--- config.mk ---
export PLATFORM = sky130hd
export DESIGN_NAME = uart_rx_fsm
export DESIGN_NICKNAME = d
export VERILOG_FILES = /design/src/rtl/uart_rx_fsm.sv
export SDC_FILE = /design/constraint.sdc
export NUM_CORES = 1
export LEC_CHECK = 0
export CAP_MARGIN = 20
export CORE_MARGIN = 2
export CORE_UTILIZATION = 54
export CTS_CLUSTER_SIZE = 30
export DETAILED_ROUTE_END_ITERATION = 8
export PLACE_DENSITY = 0.84
export SLEW_MARGIN = 10
export SYNTH_ARGS = -nofsm -noshare
export SYNTH_HDL_FRONTEND = slang
export SYNTH_SLANG_ARGS = --single-unit
--- constraint.sdc ---
create_clock -name CLK -period 4.1 [get_ports CLK]
set_clock_uncertainty 0.05 [all_clocks]
set_input_delay 0.82 -clock CLK [delete_from_list [all_inputs] [get_ports CLK]]
set_output_delay 0.82 -clock CLK [all_outputs]
set_load 0.01 [all_outputs]
--- src/rtl/uart_rx_fsm.sv ---
// rtl/uart_rx_fsm.sv - UART receiver control FSM: frame tracking, check strobes, valid/error pulses
module uart_rx_fsm #(
  parameter int DATA_WIDTH     = 8,
  parameter int PRESCALE_WIDTH = 6
) (
  input  logic                      CLK,
  input  logic                      RST,
  input  logic                      RX_IN,
  input  logic                      PAR_EN,
  input  logic [PRESCALE_WIDTH-1:0] Prescale,
  input  logic                      strt_glitch,
  input  logic                      par_err,
  input  logic                      stp_err,
  output logic [PRESCALE_WIDTH-1:0] edge_cnt,
  output logic [3:0]                bit_cnt,
  output logic                      dat_samp_en,
  output logic                      strt_chk_en,
  output logic                      par_chk_en,
  output logic                      stp_chk_en,
  output logic                      deser_en,
  output logic                      data_valid,
  output logic                      frame_err,
  output logic                      busy
);

  typedef enum logic [2:0] {
    IDLE   = 3'd0,
    START  = 3'd1,
    DATA   = 3'd2,
    PARITY = 3'd3,
    STOP   = 3'd4
  } state_t;

  localparam logic [PRESCALE_WIDTH-1:0] P_MIN     = PRESCALE_WIDTH'(4);
  localparam logic [3:0]                LAST_DATA = 4'(DATA_WIDTH);

  state_t                    state;
  logic [PRESCALE_WIDTH-1:0] p_lat;
  logic                      par_en_lat;
  logic                      par_flag;
  logic [PRESCALE_WIDTH-1:0] prescale_eff;
  logic                      check_edge;
  logic                      end_edge;

  // Ratios below 4 leave no room for separate check and end edges, so clamp them.
  assign prescale_eff = (Prescale < P_MIN) ? P_MIN : Prescale;
  assign check_edge   = (edge_cnt == p_lat - PRESCALE_WIDTH'(2));
  assign end_edge     = (edge_cnt == p_lat - PRESCALE_WIDTH'(1));

  // Frame sequencing: state, edge/bit counters, latched frame settings and sticky parity error.
  always_ff @(posedge CLK) begin
    if (RST) begin
      state      <= IDLE;
      edge_cnt   <= '0;
      bit_cnt    <= '0;
      p_lat      <= P_MIN;
      par_en_lat <= 1'b0;
      par_flag   <= 1'b0;
    end else if (state == IDLE) begin
      edge_cnt <= '0;
      bit_cnt  <= '0;
      par_flag <= 1'b0;
      if (!RX_IN) begin
        state      <= START;
        p_lat      <= prescale_eff;
        par_en_lat <= PAR_EN;
      end
    end else begin
      if (end_edge) begin
        edge_cnt <= '0;
        bit_cnt  <= bit_cnt + 4'd1;
      end else begin
        edge_cnt <= edge_cnt + PRESCALE_WIDTH'(1);
      end
      case (state)
        START: begin
          if (end_edge) begin
            if (strt_glitch) begin
              state    <= IDLE;
              bit_cnt  <= '0;
              par_flag <= 1'b0;
            end else begin
              state <= DATA;
            end
          end
        end
        DATA: begin
          if (end_edge && bit_cnt == LAST_DATA) begin
            state <= par_en_lat ? PARITY : STOP;
          end
        end
        PARITY: begin
          if (end_edge) begin
            par_flag <= par_err;
            state    <= STOP;
          end
        end
        STOP: begin
          if (end_edge) begin
            state    <= IDLE;
            bit_cnt  <= '0;
            par_flag <= 1'b0;
          end
        end
        default: begin
          state    <= IDLE;
          edge_cnt <= '0;
          bit_cnt  <= '0;
        end
      endcase
    end
  end

  // Strobes and result pulses decoded from registered state; stp_err is already registered upstream.
  always_comb begin
    busy        = (state != IDLE);
    dat_samp_en = busy;
    strt_chk_en = (state == START)  && check_edge;
    deser_en    = (state == DATA)   && check_edge;
    par_chk_en  = (state == PARITY) && check_edge;
    stp_chk_en  = (state == STOP)   && check_edge;
    data_valid  = (state == STOP) && end_edge && !stp_err && !par_flag;
    frame_err   = (state == STOP) && end_edge && (stp_err || par_flag);
  end

endmodule

* Word-level counts from Yosys, hierarchy flattened *
Cells that the tools add are included.

word-level totals
  register bits = 21
  logic and storage cells = 71

operators by class
  add/subtract/negate cells = 4
  magnitude comparators = 1
  eq/ne operators = 16
  multiplexer cells = 20
  bitwise gates (word level) = 2
  reductions and logical operators = 22

operators by type and width
  cell                                                                  count
  3-bit two-way mux                                                     7
  4-bit two-way mux                                                     4
  6-bit == test                                                         2
  3-bit != test, second input constant                                  4
  3-bit case mux with 4 select lines                                    1
  4-bit case mux with 3 select lines                                    1
  2-bit != test, second input constant                                  5
  5-bit AND reduction                                                   2
  1-bit logical AND                                                     9
  4-bit OR reduction                                                    2
  6-bit by 1-bit adder with 6-bit output, second input constant         1
  3-bit by 2-bit == test with 1-bit output, second input constant       2
  6-bit by 3-bit < comparator with 1-bit output, second input constant  1
  6-bit two-way mux                                                     1
  3-bit nonzero test                                                    2
  6-bit by 1-bit subtractor with 6-bit output, second input constant    1
  6-bit by 2-bit subtractor with 6-bit output, second input constant    1
  4-bit by 1-bit adder with 4-bit output, second input constant         1
  4-bit == test, second input constant                                  1
  1-bit two-way mux                                                     4
  2-bit OR reduction                                                    2
  3-bit by 1-bit == test with 1-bit output, second input constant       1
  3-bit == test, second input constant                                  1
  3-bit zero test                                                       1
  6 further kinds                                                       8

* Depth between registers and ports, before layout *
Gate-level depths: netlist of run 1.

  depth after elaboration = 6
  gate-level depth with buffers = 10
  depth with buffers taken out = 10

* Worst setup path after synthesis of run 1 *
Ideal clock, no wire load.

  path type = reg-to-output
  start point = reg p_lat[1]
  end point = out data_valid
  arrival = 2.076 ns
  data required time = 3.230 ns
  path slack = 1.154 ns
  cell stages (with the launch flop) = 8
  buffers on the path = 0
  cell sequence = dfxtp_1 -> inv_1 -> ha_1 -> nor3b_4 -> nand3_2 -> a2111oi_4 -> nand2_4 -> nor4_1

between the ends
  word-level cells in the longest chain between the ends = 5

ends and longest elaborated chain
  item                                         line  text
  start, declared                              38    logic [PRESCALE_WIDTH-1:0] p_lat;
  start signal, assigned                       65    p_lat <= prescale_eff;
  6-bit by 1-bit subtractor with 6-bit output  48    assign end_edge = (edge_cnt == p_lat - PRESCALE_WIDTH'(1));
  6-bit == test                                48
  1-bit logical AND (3 in a row)               122   data_valid = (state == STOP) && end_edge && !stp_err && !par_flag;
  end, declared                                21    output logic data_valid,

Every way passes these cells.

* Final worst setup path of run 1 *
  start point = reg p_lat[2]
  end point = out data_valid

The elaborated chain is that of the path after synthesis.

==> flow_summary_export.csv, run 1 <==
group,metric,value,unit
power,power_density,276,nW/um^2
layout,area.growth.synth_to_final,23.3,%
sta,final_period_minus_worst_setup_slack,3.83,ns
synth,dominantRegCellSynth,"sky130_fd_sc_hd__dfxtp_1",
floorplan,horizontal_die_dimension,54.9,um
floorplan,die_y,54.9,um
run_status,run_status,"completed",
floorplan,start_util,56.6,%
layout,layout_commonest_cell,"sky130_fd_sc_hd__clkdlybuf4s50_1",
placement,gpl.final_weighted_congestion,0.972,
routing,ant_nets,0,
global_route,largest_net_degree_at_the_start_of_global_routing,15,
sta,tns,0,ns
synth,yosys_warnings,0,
routing,wirelength,3290,um
global_route,globalRoute.totalOverflow,0,
floorplan,core-area,2480,sq um
power,vdd_drop_max,183,uV
layout,nets,223,
routing,detailedRoute.firstIterationViolations,29,
clock_network,cts_inserted_buffers,3,
floorplan,pin_count,31,
sta,grt_setup_unrepaired,"no",
sta,final_count_of_negative_setup_slack_endpoints,0,
layout,fill_cells,211,
synth,yosysSeqAreaShare,30.0,%
routing,route.detailed.vias_per_inst,6.06,
placement,placed_cells_incl_taps,227,
synth,syn_area,1400,sq um
global_route,via_count_of_the_first_global_routing_pass,1382,
synth,synth-seq-cells,21,
power,p_leak,0.619,nW
clock_network,cts_root_buf,"sky130_fd_sc_hd__clkbuf_4",
routing,dr.pass1.iters,4,
worst_hold_path,timing.hold.worst.class,"reg2reg",
sta,timing.final.hold_violations,0,
synth,synth-edff-count,0,
worst_setup_path,worst_setup_path_end_kind,"output port",
clock_network,holdBufCountCts,0,
layout,postLayoutCellArea,1730,sq um
layout,post-route-util,69.7,%
clock_network,post_cts_resized,0,
clock_network,postCtsSetupBuffers,0,
clock_network,clk_pin_slew,0.12,ns
floorplan,floorplan.die_area,3020,sq um
synth,synth_cells,176,
sta,relSlewSlack,59.8,%
placement,placement.io_buffers,30,
sta,hold_slack,0.437,ns
routing,dr_total_vias,1405,
floorplan,row_count,18,
sta,maxSlewViolCount,0,
worst_setup_path,critPathMaxStageDelay,0.59,ns
layout,final_cell_mix,"30 x sky130_fd_sc_hd__clkdlybuf4s50_1, 21 x sky130_fd_sc_hd__dfxtp_1, 18 x sky130_fd_sc_hd__nor2_1",
placement,placed_area,1690,sq um
clock_network,tritoncts,"done",
synth,syn_avg_cell_area,7.96,sq um
worst_setup_path,worstPathRequired,3.23,ns
synth,async_flop_share,0,%
clock_network,clock_tree.htree_level_count,1,
worst_setup_path,timing.critical_path.max_delay_family,"compound AO/OA/AOI/OAI gates",
worst_setup_path,timing.critical_path.buf_inv,2,
placement,dpl.hpwl,2520,um
clock_network,tritoncts_num_sinks,21,
synth,synthesis.nets,196,
global_route,grt_usage,26.0,%
layout,multi_input_area,887,sq um
layout,seqCellArea,420,sq um
global_route,global_route_wire_length_before_repair,5690,um
worst_setup_path,worst_ep_arrival_time,2.96,ns
clock_network,ctsLongestPathBuffers,2,
routing,drc,0,
synth,yosysUniqueCellTypes,44,
global_route,number_of_antenna_violations_at_the_first_check_in_global_routing,0,
worst_setup_path,r2r_slack,1.46,ns
worst_setup_path,slowest_stage,"sky130_fd_sc_hd__clkdlybuf4s50_1",
worst_setup_path,critical_path.startpoint_type,"flop",
layout,drive_above_1_share,7.92,%
layout,stdcell_count,232,
worst_setup_path,crit_fanout,8,
run,drv.max_cap_violation_count,0,
sta,worstMarginPinSlew,0.598,ns
sta,final_min_period_over_clock_period,93.4,%
layout,antenna_cells_inserted,0,
worst_setup_path,path_cells,"inv_1 -> ha_1 -> nor3b_4 -> a21o_2 -> a2111oi_4 -> nand2_4 -> nor4_1 -> clkdlybuf4s50_1",
routing,routedWlPerCell,14.2,um
worst_setup_path,worstSetupPathType,"reg2out",
clock_network,clk-insertion-delay-late,0.30,ns
sta,maxClockFrequency,261,MHz
==> where the power goes <==
group          switching [mW]  internal (mW)  total [mW]
Combinational          0.0819         0.0620       0.144
Sequential             0.0188          0.215       0.234
Clock                  0.0616         0.0379      0.0995
==> per-layer routing <==
| layer | share of wire (%) | track usage, % | vias up |
|---|---|---|---|
| met5 | 0 | 0 | - |
| met4 | 1.1 | 12.6 | 0 |
| met3 | 7.7 | 3.49 | 6 |
| li1 | - | - | 679 |
| met2 | 52 | 47.8 | 74 |
| met1 | 39 | 29.0 | 646 |
==> cells by family (layout without fill, tap and decap cells) <==
kind of cell / after synthesis / count (layout) / synth area share (%)
xor gates and xnor gates: 13 / 13 / 8.66
AOI/OAI and AO/OA: 42 / 42 / 19.7
and+or+nand+nor: 67 / 67 / 25.7
muxes: 4 / 4 / 2.95
buffers and inverters: 22 / 48 / 6.70
DFF: 21 / 21 / 30.0
adders and majority gates: 7 / 7 / 6.25
==> worst paths after layout <==
kind,from,endpoint,cells past startpoint
worst min-delay path,par_en_lat,par_en_lat,2
worst max-delay path,p_lat[2],data_valid,8
worst max register to register,p_lat[2],bit_cnt[0],10
worst min register to register,par_en_lat,par_en_lat,2
==> cell usage after synthesis (2+ instances only) <==
cell type | instances | share of area [%]
sky130_fd_sc_hd__a31oi_1 | 3 | 1.3
sky130_fd_sc_hd__o21ai_0 | 15 | 5.4
sky130_fd_sc_hd__nor3_1 | 5 | 1.8
sky130_fd_sc_hd__mux2i_1 | 3 | 2.1
sky130_fd_sc_hd__nand3b_1 | 2 | 1.1
sky130_fd_sc_hd__buf_4 | 2 | 1.1
sky130_fd_sc_hd__or4_1 | 2 | 1.1
sky130_fd_sc_hd__nor2_1 | 18 | 4.8
sky130_fd_sc_hd__xnor2_1 | 5 | 3.1
sky130_fd_sc_hd__buf_2 | 3 | 1.1
sky130_fd_sc_hd__nand3_1 | 6 | 2.1
sky130_fd_sc_hd__nor4_1 | 4 | 1.8
sky130_fd_sc_hd__ha_1 | 7 | 6.2
sky130_fd_sc_hd__xor2_1 | 7 | 4.4
sky130_fd_sc_hd__a21oi_1 | 10 | 3.6
sky130_fd_sc_hd__clkbuf_1 | 4 | 1.1
sky130_fd_sc_hd__inv_1 | 13 | 3.5
sky130_fd_sc_hd__o22ai_1 | 3 | 1.3
sky130_fd_sc_hd__nand4_1 | 6 | 2.7
sky130_fd_sc_hd__dfxtp_1 | 21 | 30
sky130_fd_sc_hd__nand2_1 | 14 | 3.7
==> metrics by stage <==
stage / setup slack, ns / power [mW]
floorplan: 1.15 / 0.333
global placement: 0.678 / 0.372
detailed placement: 0.511 / 0.380
CTS: 0.164 / 0.478
global route: 0.0554 / 0.508
finish: 0.270 / 0.477
==> cell type report <==
class                      count  share of cell area [%]
clock buffer                   4                    1.52
multi-input combinational    133                    51.3
timing repair buffer          31                    17.8
sequential                    21                    24.3
inverter                      13                    2.82
tap                           30                    2.17
==> registers in the layout, indices dropped and copies added (netlist names) <==
register    cells
edge_cnt        6
p_lat           6
par_flag        1
state           3
par_en_lat      1
bit_cnt         4
==> worst reg2reg max path: stages (launching register included) <==
cell and delay [ns]:
sky130_fd_sc_hd__dfxtp_1 0.39, sky130_fd_sc_hd__inv_1 0.09, sky130_fd_sc_hd__ha_1 0.26, sky130_fd_sc_hd__nor3b_4 0.19, sky130_fd_sc_hd__a21o_2 0.24, sky130_fd_sc_hd__a2111oi_4 0.48
sky130_fd_sc_hd__nand2_4 0.16, sky130_fd_sc_hd__ha_1 0.33, sky130_fd_sc_hd__nor3_1 0.15, sky130_fd_sc_hd__a31oi_1 0.06, sky130_fd_sc_hd__o22ai_1 0.16
Power figures use the tool's default switching activity.
==> run 2, diff against run 1 <==
Settings changed: CAP_MARGIN 20 to default.
==> results of run 2 <==
Final layout, timing and power as in run 1 (identical DEF).
==> run 3, diff against run 2 <==
Settings changed: CORE_MARGIN 2 to 1.5, CORE_UTILIZATION 54 to 56, CTS_BUF_LIST from default to sky130_fd_sc_hd__clkbuf_4, PLACE_DENSITY 0.84 to 0.86.
==> flow_summary_export.csv, run 3 (same netlist as run 1, synthesis figures left out) <==
group,metric,value,unit
power,vdd_drop_max,199,uV
routing,dr.pass1.iters,4,
power,comb_power_share,29.7,%
power,p_int,0.321,mW
sta,worstMarginPinSlew,0.618,ns
placement,gpl.final_weighted_congestion,0.889,
clock_network,cts_root_buf,"sky130_fd_sc_hd__clkbuf_4",
run,drv.max_cap_violation_count,0,
clock_network,postCtsSetupBuffers,0,
worst_hold_path,timing.hold.worst.class,"reg2reg",
worst_setup_path,worst_setup_path_endpoint,"data_valid",
layout,seqCellArea,420,sq um
layout,layout_commonest_cell,"sky130_fd_sc_hd__clkdlybuf4s50_1",
layout,stdcell_count,229,
worst_setup_path,critPathMaxStageDelay,0.58,ns
sta,hold_slack,0.438,ns
worst_setup_path,worst_setup_path_end_kind,"output port",
run_status,run_status,"completed",
sta,final_period_minus_worst_setup_slack,3.90,ns
placement,placed_cells_incl_taps,225,
power,p_leak,0.617,nW
worst_setup_path,cp_num_cells,8,
sta,final_min_period_over_clock_period,95.1,%
floorplan,floorplan.die_area,2810,sq um
sta,relSlewSlack,58.5,%
worst_setup_path,worstPathRequired,3.23,ns
sta,grt_setup_unrepaired,"no",
power,clock_power_share,22.0,%
clock_network,tritoncts,"done",
clock_network,tritoncts_num_sinks,21,
layout,drive_above_1_share,7.96,%
floorplan,die_y,53.0,um
worst_setup_path,ff2ff_path_depth,10,
layout,nets,222,
global_route,grt_usage,27.5,%
floorplan,horizontal_die_dimension,53.0,um
floorplan,core-area,2300,sq um
global_route,via_count_of_the_first_global_routing_pass,1269,
sta,maxClockFrequency,257,MHz
layout,postLayoutCellArea,1720,sq um
worst_setup_path,r2r_slack,1.39,ns
routing,drc,0,
worst_setup_path,crit_fanout,8,
worst_setup_path,slowest_stage,"sky130_fd_sc_hd__a2111oi_4",
worst_setup_path,worstSetupPathType,"reg2out",
sta,maxSlewViolCount,0,
worst_setup_path,path_cells,"inv_1 -> ha_1 -> nor3b_4 -> nand3_2 -> a2111oi_4 -> nand2_4 -> nor4_1 -> clkdlybuf4s50_1",
routing,detailedRoute.firstIterationViolations,40,
power,power.sequential.fraction,48.4,%
floorplan,start_util,61.0,%
worst_setup_path,timing.rr.end,"bit_cnt[0]",
sta,tns,0,ns
worst_setup_path,critical_path.startpoint_type,"flop",
routing,dr_total_vias,1354,
routing,wirelength,3380,um
global_route,globalRoute.totalOverflow,0,
layout,fill_cells,179,
worst_setup_path,timing.critical_path.buf_inv,2,
routing,route.detailed.vias_per_inst,5.91,
layout,reg.largest.list,"edge_cnt: 6 flops, p_lat: 6 flops, bit_cnt: 4 flops",
layout,final_cell_mix,"30 x sky130_fd_sc_hd__clkdlybuf4s50_1, 21 x sky130_fd_sc_hd__dfxtp_1, 18 x sky130_fd_sc_hd__nor2_1",
worst_setup_path,regToRegStartpoint,"p_lat[2]",
global_route,global_route_wire_length_before_repair,5590,um
floorplan,row_count,17,
power,p_sw,0.163,mW
worst_setup_path,timing.critical_path.max_delay_family,"simple AND/OR/NAND/NOR gates",
layout,multi_input_area,887,sq um
placement,dpl.hpwl,2580,um
global_route,largest_net_degree_at_the_start_of_global_routing,15,
layout,area.growth.synth_to_final,22.9,%
placement,pre_cts_ws,0.560,ns
clock_network,ctsLongestPathBuffers,2,
sta,layout_setup_ws,0.203,ns
clock_network,clk_pin_slew,0.12,ns
routing,routedWlPerCell,14.8,um
layout,antenna_cells_inserted,0,
power,power_density,281,nW/um^2
floorplan,pin_count,31,
sta,timing.final.hold_violations,0,
worst_setup_path,worst_ep_arrival_time,3.03,ns
clock_network,holdBufCountCts,0,
clock_network,clk-insertion-delay-late,0.30,ns
clock_network,post_cts_resized,0,
worst_setup_path,worstSetupStartpoint,"p_lat[2]",
placement,placed_area,1690,sq um
routing,ant_nets,0,
clock_network,cts_inserted_buffers,3,
clock_network,clock_tree.htree_level_count,1,
power,swShare,33.7,%
global_route,number_of_antenna_violations_at_the_first_check_in_global_routing,0,
placement,placement.io_buffers,30,
sta,final_count_of_negative_setup_slack_endpoints,0,
-- run 3: cell types whose count changed in the layout (fill, tap and decap cells not counted) --
cell                       delta
sky130_fd_sc_hd__buf_4        -1
sky130_fd_sc_hd__clkbuf_1     -1
sky130_fd_sc_hd__clkbuf_4     +1
-- run 3: layer usage --
metal,up-vias,global-route usage (%),routed length [um]
li1,675,-,-
met1,623,33.3,1470
met2,46,46.7,1700
met3,10,3.39,130
met4,0,15.0,76
met5,-,0,0
-- run 3: layout make-up --
class / instances / area share, %
multi-input cells: 133 / 51.5
flip-flops and latches: 21 / 24.4
repair buffers: 30 / 17.4
inverters: 13 / 2.83
well taps: 28 / 2.03
clock buffers: 4 / 1.74
-- run 3: worst reg2reg max path, cell delays in order, from the launching register on --
cell                        delay (ns)
sky130_fd_sc_hd__dfxtp_1          0.35
sky130_fd_sc_hd__inv_1            0.11
sky130_fd_sc_hd__ha_1             0.29
sky130_fd_sc_hd__nor3b_4          0.28
sky130_fd_sc_hd__nand3_2          0.12
sky130_fd_sc_hd__a2111oi_4        0.58
sky130_fd_sc_hd__nand2_4          0.17
sky130_fd_sc_hd__ha_1             0.33
sky130_fd_sc_hd__nor3_1           0.14
sky130_fd_sc_hd__a31oi_1          0.06
sky130_fd_sc_hd__o22ai_1          0.16
-- run 3: how the worst min path moves through the flow --
stage | startpoint | end | slack (ns) | cells past startpoint
after global routing | bit_cnt[2] | bit_cnt[2] | 0.47 | 1
after floorplan | par_en_lat | par_en_lat | 0.40 | 2
after global placement | par_en_lat | par_en_lat | 0.41 | 2
after detailed placement | par_en_lat | par_en_lat | 0.43 | 2
after CTS | par_en_lat | par_en_lat | 0.44 | 2
final | par_en_lat | par_en_lat | 0.44 | 2
-- run 3: power groups by stage --
stage / registers [mW] / logic, mW / clock network (mW)
detailed placement: 0.238 / 0.142 / 0
finish: 0.234 / 0.144 / 0.106
CTS: 0.234 / 0.142 / 0.110
global route: 0.236 / 0.159 / 0.115
floorplan: 0.228 / 0.105 / 0
global placement: 0.237 / 0.137 / 0
-- run 3: metrics by stage --
stage | total power, mW | util (%)
floorplan | 0.333 | -
global placement | 0.374 | 73.6
detailed placement | 0.380 | 73.6
CTS | 0.486 | 74.9
global route | 0.510 | 74.9
finish | 0.484 | 74.9
